## src/rtl/clock_pkg.sv

```systemverilog
// Shared encodings for the digital clock front end: mode codes, button
// indices and the alarm state machine states.
package clock_pkg;

    localparam logic [1:0] ST_CLOCK     = 2'b00;
    localparam logic [1:0] ST_STOPWATCH = 2'b01;
    localparam logic [1:0] ST_ALARM     = 2'b10;
    localparam logic [1:0] ST_TIMER     = 2'b11;

    localparam int BTN_MIN   = 3;
    localparam int BTN_SEC   = 2;
    localparam int BTN_RST   = 1;
    localparam int BTN_START = 0;

    typedef enum logic [1:0] {
        ALM_DISARMED = 2'b00,
        ALM_ARMED    = 2'b01,
        ALM_RINGING  = 2'b10,
        ALM_SNOOZE   = 2'b11
    } alm_state_t;

    function automatic logic is_onehot4(input logic [3:0] v);
        return (v != 4'd0) && ((v & (v - 4'd1)) == 4'd0);
    endfunction

endpackage

```

## src/rtl/alarm_ctrl_if.sv

```systemverilog
// Board-side signal bundle of the alarm/mode controller: raw buttons,
// time values in, mode/pulses/alarm status out.
interface alarm_ctrl_if;
    logic [3:0] btn_raw;
    logic       mode_btn;
    logic       tick_1hz;
    logic [5:0] cur_mm;
    logic [5:0] cur_ss;
    logic [5:0] alm_mm;
    logic [5:0] alm_ss;
    logic [1:0] st;
    logic [3:0] btn_pulse;
    logic       armed;
    logic       buzzer;

    modport master (
        output btn_raw, mode_btn, tick_1hz, cur_mm, cur_ss, alm_mm, alm_ss,
        input  st, btn_pulse, armed, buzzer
    );

    modport slave (
        input  btn_raw, mode_btn, tick_1hz, cur_mm, cur_ss, alm_mm, alm_ss,
        output st, btn_pulse, armed, buzzer
    );
endinterface

```

## src/rtl/btn_sync_edge.sv

```systemverilog
// Per-bit 2-flop synchroniser plus history flop; produces a registered
// one-cycle rise pulse for each asynchronous input.
module btn_sync_edge #(
    parameter int WIDTH = 5
) (
    input  logic             clk,
    input  logic             rst_n,
    input  logic [WIDTH-1:0] raw,
    output logic [WIDTH-1:0] rise
);

    generate
        for (genvar gi = 0; gi < WIDTH; gi++) begin : g_bit
            logic sync1_reg;
            logic sync2_reg;
            logic hist_reg;
            logic rise_reg;

            always_ff @(posedge clk or negedge rst_n) begin
                if (!rst_n) begin
                    sync1_reg <= 1'b0;
                    sync2_reg <= 1'b0;
                    hist_reg  <= 1'b0;
                    rise_reg  <= 1'b0;
                end else begin
                    sync1_reg <= raw[gi];
                    sync2_reg <= sync1_reg;
                    hist_reg  <= sync2_reg;
                    rise_reg  <= sync2_reg & ~hist_reg;
                end
            end

            assign rise[gi] = rise_reg;
        end
    endgenerate

endmodule

```

## src/rtl/alarm_ctrl.sv

```systemverilog
// Mode cycling, gated button pulse forwarding and the alarm
// arm/ring/snooze state machine for the digital clock.
module alarm_ctrl
    import clock_pkg::*;
#(
    parameter int RING_SECS   = 30,
    parameter int SNOOZE_SECS = 300
) (
    input  logic         wt_clk,
    input  logic         rst_n,
    alarm_ctrl_if.slave  bus
);

    localparam logic [8:0] RING_LAST   = 9'(RING_SECS - 1);
    localparam logic [8:0] SNOOZE_LAST = 9'(SNOOZE_SECS - 1);

    logic [4:0] rise;
    logic [3:0] btn_rise;
    logic       mode_rise;

    btn_sync_edge #(.WIDTH(5)) u_sync (
        .clk   (wt_clk),
        .rst_n (rst_n),
        .raw   ({bus.mode_btn, bus.btn_raw}),
        .rise  (rise)
    );

    assign btn_rise  = rise[3:0];
    assign mode_rise = rise[4];

    alm_state_t state_reg, state_next;
    logic [8:0] ring_cnt_reg, ring_cnt_next;
    logic [8:0] snz_cnt_reg, snz_cnt_next;
    logic [1:0] st_reg, st_next;
    logic [3:0] pulse_reg, pulse_next;
    logic       armed_reg, buzzer_reg;
    logic       alarm_busy;
    logic       time_match;

    assign time_match = (bus.cur_mm == bus.alm_mm) && (bus.cur_ss == bus.alm_ss);

    always_comb begin
        state_next    = state_reg;
        ring_cnt_next = ring_cnt_reg;
        snz_cnt_next  = snz_cnt_reg;
        st_next       = st_reg;
        pulse_next    = 4'd0;
        alarm_busy    = (state_reg == ALM_RINGING) || (state_reg == ALM_SNOOZE);

        // While the alarm is active the mode button is a dismiss, not a mode step
        if (mode_rise && !alarm_busy)
            st_next = st_reg + 2'd1;
        if (is_onehot4(btn_rise) && !mode_rise && !alarm_busy)
            pulse_next = btn_rise;

        case (state_reg)
            ALM_DISARMED: begin
                if (btn_rise[BTN_START] && st_reg == ST_CLOCK)
                    state_next = ALM_ARMED;
            end
            ALM_ARMED: begin
                if (btn_rise[BTN_START] && st_reg == ST_CLOCK)
                    state_next = ALM_DISARMED;
                else if (bus.tick_1hz && time_match)
                    state_next = ALM_RINGING;
            end
            ALM_RINGING: begin
                if (btn_rise[BTN_RST] || mode_rise)
                    state_next = ALM_ARMED;
                else if (btn_rise[BTN_START])
                    state_next = ALM_SNOOZE;
                else if (bus.tick_1hz) begin
                    if (ring_cnt_reg == RING_LAST)
                        state_next = ALM_ARMED;
                    else
                        ring_cnt_next = ring_cnt_reg + 9'd1;
                end
            end
            ALM_SNOOZE: begin
                if (btn_rise[BTN_RST] || mode_rise)
                    state_next = ALM_ARMED;
                else if (bus.tick_1hz) begin
                    if (snz_cnt_reg == SNOOZE_LAST)
                        state_next = ALM_RINGING;
                    else
                        snz_cnt_next = snz_cnt_reg + 9'd1;
                end
            end
            default: state_next = ALM_DISARMED;
        endcase

        if (state_next != state_reg) begin
            ring_cnt_next = 9'd0;
            snz_cnt_next  = 9'd0;
        end
    end

    // Status outputs decode the next state so they line up with state_reg
    always_ff @(posedge wt_clk or negedge rst_n) begin
        if (!rst_n) begin
            state_reg    <= ALM_DISARMED;
            ring_cnt_reg <= 9'd0;
            snz_cnt_reg  <= 9'd0;
            st_reg       <= ST_CLOCK;
            pulse_reg    <= 4'd0;
            armed_reg    <= 1'b0;
            buzzer_reg   <= 1'b0;
        end else begin
            state_reg    <= state_next;
            ring_cnt_reg <= ring_cnt_next;
            snz_cnt_reg  <= snz_cnt_next;
            st_reg       <= st_next;
            pulse_reg    <= pulse_next;
            armed_reg    <= (state_next != ALM_DISARMED);
            buzzer_reg   <= (state_next == ALM_RINGING);
        end
    end

    assign bus.st        = st_reg;
    assign bus.btn_pulse = pulse_reg;
    assign bus.armed     = armed_reg;
    assign bus.buzzer    = buzzer_reg;

endmodule

```

## src/flat_wrapper.sv

```systemverilog
// flat-port wrapper written by rule: the top's interface ports become plain ports
module alarm_ctrl_flat import clock_pkg::*;
#(
    parameter int RING_SECS   = 30,
    parameter int SNOOZE_SECS = 300
)
  (wt_clk, rst_n, bus_btn_raw, bus_mode_btn, bus_tick_1hz, bus_cur_mm, bus_cur_ss, bus_alm_mm, bus_alm_ss, bus_st, bus_btn_pulse, bus_armed, bus_buzzer);
  alarm_ctrl_if bus_i ();
  input  logic wt_clk;
  input  logic rst_n;
  input wire logic [$bits(bus_i.btn_raw)-1:0] bus_btn_raw;
  input wire logic [$bits(bus_i.mode_btn)-1:0] bus_mode_btn;
  input wire logic [$bits(bus_i.tick_1hz)-1:0] bus_tick_1hz;
  input wire logic [$bits(bus_i.cur_mm)-1:0] bus_cur_mm;
  input wire logic [$bits(bus_i.cur_ss)-1:0] bus_cur_ss;
  input wire logic [$bits(bus_i.alm_mm)-1:0] bus_alm_mm;
  input wire logic [$bits(bus_i.alm_ss)-1:0] bus_alm_ss;
  output wire logic [$bits(bus_i.st)-1:0] bus_st;
  output wire logic [$bits(bus_i.btn_pulse)-1:0] bus_btn_pulse;
  output wire logic [$bits(bus_i.armed)-1:0] bus_armed;
  output wire logic [$bits(bus_i.buzzer)-1:0] bus_buzzer;
  assign bus_i.btn_raw = bus_btn_raw;
  assign bus_i.mode_btn = bus_mode_btn;
  assign bus_i.tick_1hz = bus_tick_1hz;
  assign bus_i.cur_mm = bus_cur_mm;
  assign bus_i.cur_ss = bus_cur_ss;
  assign bus_i.alm_mm = bus_alm_mm;
  assign bus_i.alm_ss = bus_alm_ss;
  assign bus_st = bus_i.st;
  assign bus_btn_pulse = bus_i.btn_pulse;
  assign bus_armed = bus_i.armed;
  assign bus_buzzer = bus_i.buzzer;
  alarm_ctrl #(.RING_SECS(RING_SECS), .SNOOZE_SECS(SNOOZE_SECS)) u_core (.wt_clk(wt_clk), .rst_n(rst_n), .bus(bus_i));
endmodule
```

## config.mk

```make
export PLATFORM = sky130hd
export DESIGN_NAME = alarm_ctrl_flat
export DESIGN_NICKNAME = d
export VERILOG_FILES = /design/src/rtl/clock_pkg.sv /design/src/rtl/alarm_ctrl_if.sv /design/src/rtl/btn_sync_edge.sv /design/src/rtl/alarm_ctrl.sv /design/src/flat_wrapper.sv
export SDC_FILE = /design/constraint.sdc
export NUM_CORES = 1
export LEC_CHECK = 0
export ABC_AREA = 1
export BUFFER_PORTS_ARGS = -buffer_cell sky130_fd_sc_hd__buf_2
export CORE_MARGIN = 5
export CORE_UTILIZATION = 40
export CTS_CLUSTER_SIZE = 20
export DETAILED_ROUTE_END_ITERATION = 12
export GPL_TIMING_DRIVEN = 1
export PLACE_DENSITY_LB_ADDON = 0.08
export SYNTH_ARGS = -nofsm -noshare
export SYNTH_HDL_FRONTEND = slang
export SYNTH_SLANG_ARGS = --single-unit
```

## constraint.sdc

```tcl
create_clock -name wt_clk -period 2 [get_ports wt_clk]
set_input_delay 0.3 -clock wt_clk [delete_from_list [all_inputs] [get_ports wt_clk]]
set_output_delay 0.3 -clock wt_clk [all_outputs]
set_load 0.01 [all_outputs]
```

==> flow_summary.ini <==
[cts]
numClockSinks = 48
cts_tree = yes
h-tree-depth = 2
tritoncts.num_buffers = 5
clkSlewWorstSetupHoldPaths_ps = 90
insertion_delay_ps = 300
cts_buffer_depth = 2
cts-root-buf = sky130_fd_sc_hd__clkbuf_8

[timing]
timing.slew.headroom_pct = 66.8
max_freq_mhz = 553
fin_setup_tns_ps = 0
timing.final.hold_violations = 0
timing.clock.skew_ps = 6.80
period_needed_ps = 1810
slew_viol_final = 0
setup_violations = 0
setup_repair_after_global_routing_missed_its_margin = no
final.period_utilization_pct = 90.4
layout_setup_ws_ps = 192
actual_transition_at_the_worst_max_transition_pin_ps = 497

[critical_path]
critical_path.max_fanout = 6
worst-path-buf-inv = 2
timing.setup.critical_path_class = reg -> reg
slowest_delay_ps = 440
dominant_delay_contributor_by_cell_family_on_the_critical_path = simple AND/OR/NAND/NOR gates
cells_along_the_critical_path = or2_1 > nor4_1 > and2_2 > buf_4 > inv_4 > or2_0 > a21oi_2
worstPathArrival_ps = 2040
critical_path.endpoint_type = flop
worst-endpoint-required_ps = 2230
worstSetupStartpointType = flop
critPathSlowestCell = sky130_fd_sc_hd__dfrtp_1

[drt]
num_vias = 1827
drtPass1Iterations = 4
postRouteAntennaNets = 0
avgRoutedWirePerCell_um = 11.0
detail_route.wirelength_um = 4550
avgViaCountPerCell = 4.43
drtIter0Drc = 84
route.detailed.drc = 0

[floorplan]
die_area_um2 = 7870
floorplan.initialDensity_pct = 41.4
chipHeight_um = 88.7
fp-row-count = 28
pin_count = 40
core_box_area_um2 = 5990
horizontal_die_dimension_um = 88.7

[logic_synthesis]
synth.lib_cells_used.distinct = 32
sequential_cell_area_fraction_in_the_yosys_report_pct = 48.5
ys_warn_count = 0
largest_cells_by_area_after_synthesis = sky130_fd_sc_hd__dfrtp_1 48%, sky130_fd_sc_hd__nand2_1 11%, sky130_fd_sc_hd__inv_1 7.0%
synth_seq_cells = 48
synthesis.area_per_instance_um2 = 8.64
netlist_instances = 287
synth_top_area_cell = sky130_fd_sc_hd__dfrtp_1
mappedNetlistArea_um2 = 2480
syn_nets = 323
post-synth-top-area-fraction_pct = 48.5

[global_route]
grt_overflow = 0
globalRouteTotalUtil_pct = 12.7
first_global_vias = 1772
grt_start_max_net_pins = 24
grt_pass1_wl_um = 7760
grt_antenna_before_repair = 0

[final_layout]
final_net_count = 372
n_fill_cell = 604
area.growth.synth_to_final_pct = 17.2
n_antenna_cell = 0
drive_above_1_share_pct = 26.1

[placed_design]
io_buffers = 39
gp_congestion = 0.801
dp_hpwl_um = 3540
detailedPlace.worstSlack_ps = 137

[power_and_ir_drop]
power_leakage_uw = 0.00154
power.density_cell_area_nw_per_um2 = 851
ir_worst_vdd_mv = 0.652

[outcome]
status = complete, no violations

[min_path]
timing.hold.worst.class = in -> reg

[job]
maximum_capacitance_violations = 0
[cell usage after synthesis]
cell                       instances
sky130_fd_sc_hd__a21oi_1           4
sky130_fd_sc_hd__a21oi_2           1
sky130_fd_sc_hd__and2_1            1
sky130_fd_sc_hd__buf_12            1
sky130_fd_sc_hd__buf_2             1
sky130_fd_sc_hd__buf_6             2
sky130_fd_sc_hd__dfrtp_1          48
sky130_fd_sc_hd__ha_1              4
sky130_fd_sc_hd__inv_1            46
sky130_fd_sc_hd__inv_2             6
sky130_fd_sc_hd__inv_4             1
sky130_fd_sc_hd__nand2_1          70
sky130_fd_sc_hd__nand2_2           6
sky130_fd_sc_hd__nand2_4           1
sky130_fd_sc_hd__nand3_1           9
sky130_fd_sc_hd__nand3_2           2
sky130_fd_sc_hd__nand4_1          12
sky130_fd_sc_hd__nor2_1           23
sky130_fd_sc_hd__nor2_2            4
sky130_fd_sc_hd__nor2_4           10
sky130_fd_sc_hd__nor3_1            4
sky130_fd_sc_hd__nor3_2            1
sky130_fd_sc_hd__nor4_1            3
sky130_fd_sc_hd__nor4_2            1
sky130_fd_sc_hd__o211ai_1          1
sky130_fd_sc_hd__o21ai_0           1
sky130_fd_sc_hd__o21ai_1           2
sky130_fd_sc_hd__o21bai_1          1
sky130_fd_sc_hd__or2_0             1
sky130_fd_sc_hd__or2_1             2
sky130_fd_sc_hd__xnor2_1           5
sky130_fd_sc_hd__xor2_1           13
[per-stage QoR]
step	power (uW)	area [um2]	hold WS, ps	cells	util, %
2_1_floorplan	1680	2480	4.41	287	-
3_3_place_gp	1760	2770	299	403	46.2
3_5_place_dp	1760	2770	297	403	46.2
4_1_cts	2490	2890	82.6	412	48.2
5_1_grt	2630	2910	80.6	412	48.5
6_report	2470	2910	100	412	48.5
[cell families after synthesis]
logic type	share of synthesized area [%]
adder cells (fa/ha/maj)	2.02
AND/OR/NAND/NOR	30.7
AO/OA/AOI/OAI	2.37
flip-flops	48.5
XOR/XNOR	6.36
buffers and inverters	10.0
[power breakdown]
group	total, uW	internal (uW)	switching (uW)
Combinational	690	206	484
Sequential	1070	1040	36.1
Clock	710	377	333
[layout by cell type, fill, tap and decap left out, types with 2 or more instances in the layout]
master	count
sky130_fd_sc_hd__a21oi_1	4
sky130_fd_sc_hd__buf_2	39
sky130_fd_sc_hd__buf_4	6
sky130_fd_sc_hd__clkbuf_8	5
sky130_fd_sc_hd__dfrtp_1	48
sky130_fd_sc_hd__ha_1	4
sky130_fd_sc_hd__inv_1	46
sky130_fd_sc_hd__inv_2	6
sky130_fd_sc_hd__nand2_1	70
sky130_fd_sc_hd__nand2_2	6
sky130_fd_sc_hd__nand3_1	9
sky130_fd_sc_hd__nand3_2	2
sky130_fd_sc_hd__nand4_1	12
sky130_fd_sc_hd__nor2_1	23
sky130_fd_sc_hd__nor2_2	4
sky130_fd_sc_hd__nor2_4	10
sky130_fd_sc_hd__nor3_1	3
sky130_fd_sc_hd__nor3_2	2
sky130_fd_sc_hd__nor4_1	3
sky130_fd_sc_hd__o21ai_1	2
sky130_fd_sc_hd__or2_1	2
sky130_fd_sc_hd__xnor2_1	5
sky130_fd_sc_hd__xor2_1	13
[metal layers]
metal	wire length, um	global-route usage (%)
met2	2010	20.9
met1	2140	16.4
met3	325	2.79
met4	73	4.53
met5	0	0
[worst paths after layout]
path                            slack (ps)                                         end                                        from  cells after the start
min in group asynchronous              490  u_core.u_sync.g_bit[2].sync1_reg$_DFF_PN0_                                       rst_n                      2
worst max register to register         190          u_core.ring_cnt_reg[1]$_DFFE_PN0P_   u_core.u_sync.g_bit[0].rise_reg$_DFF_PN0_                      7
worst min-delay path                   100  u_core.u_sync.g_bit[3].sync1_reg$_DFF_PN0_                              bus_btn_raw[3]                      1
worst min register to register         350  u_core.u_sync.g_bit[1].sync2_reg$_DFF_PN0_  u_core.u_sync.g_bit[1].sync1_reg$_DFF_PN0_                      0
max in group asynchronous              940           u_core.snz_cnt_reg[8]$_DFFE_PN0P_                                       rst_n                      3
worst max-delay path                   190          u_core.ring_cnt_reg[1]$_DFFE_PN0P_   u_core.u_sync.g_bit[0].rise_reg$_DFF_PN0_                      7
[timing repair]
item | CTS | global route
hold buffers | 1 | 0
buffers inserted | 0 | 0
resized for setup | 0 | 3
hold endpoints to repair | 21 | 0
setup endpoints to repair | 0 | 3
[worst register-to-register path, cell delays in order, from the launching register on]
cell and delay (ps):
sky130_fd_sc_hd__dfrtp_1 440, sky130_fd_sc_hd__or2_1 280, sky130_fd_sc_hd__nor4_1 210, sky130_fd_sc_hd__and2_2 280, sky130_fd_sc_hd__buf_4 160, sky130_fd_sc_hd__inv_4 40
sky130_fd_sc_hd__or2_0 210, sky130_fd_sc_hd__a21oi_2 130
[area by class of cell]
type	instances	area (um2)	share of cell area, %
clock buffers	5	68.8	2.37
clock inverters	3	46.3	1.59
inverters	53	201	6.93
multi-input cells	182	1040	35.9
flip-flops and latches	48	1200	41.3
well taps	75	93.8	3.23
repair buffers	46	250	8.61
(Power assumes the default switching activity.)
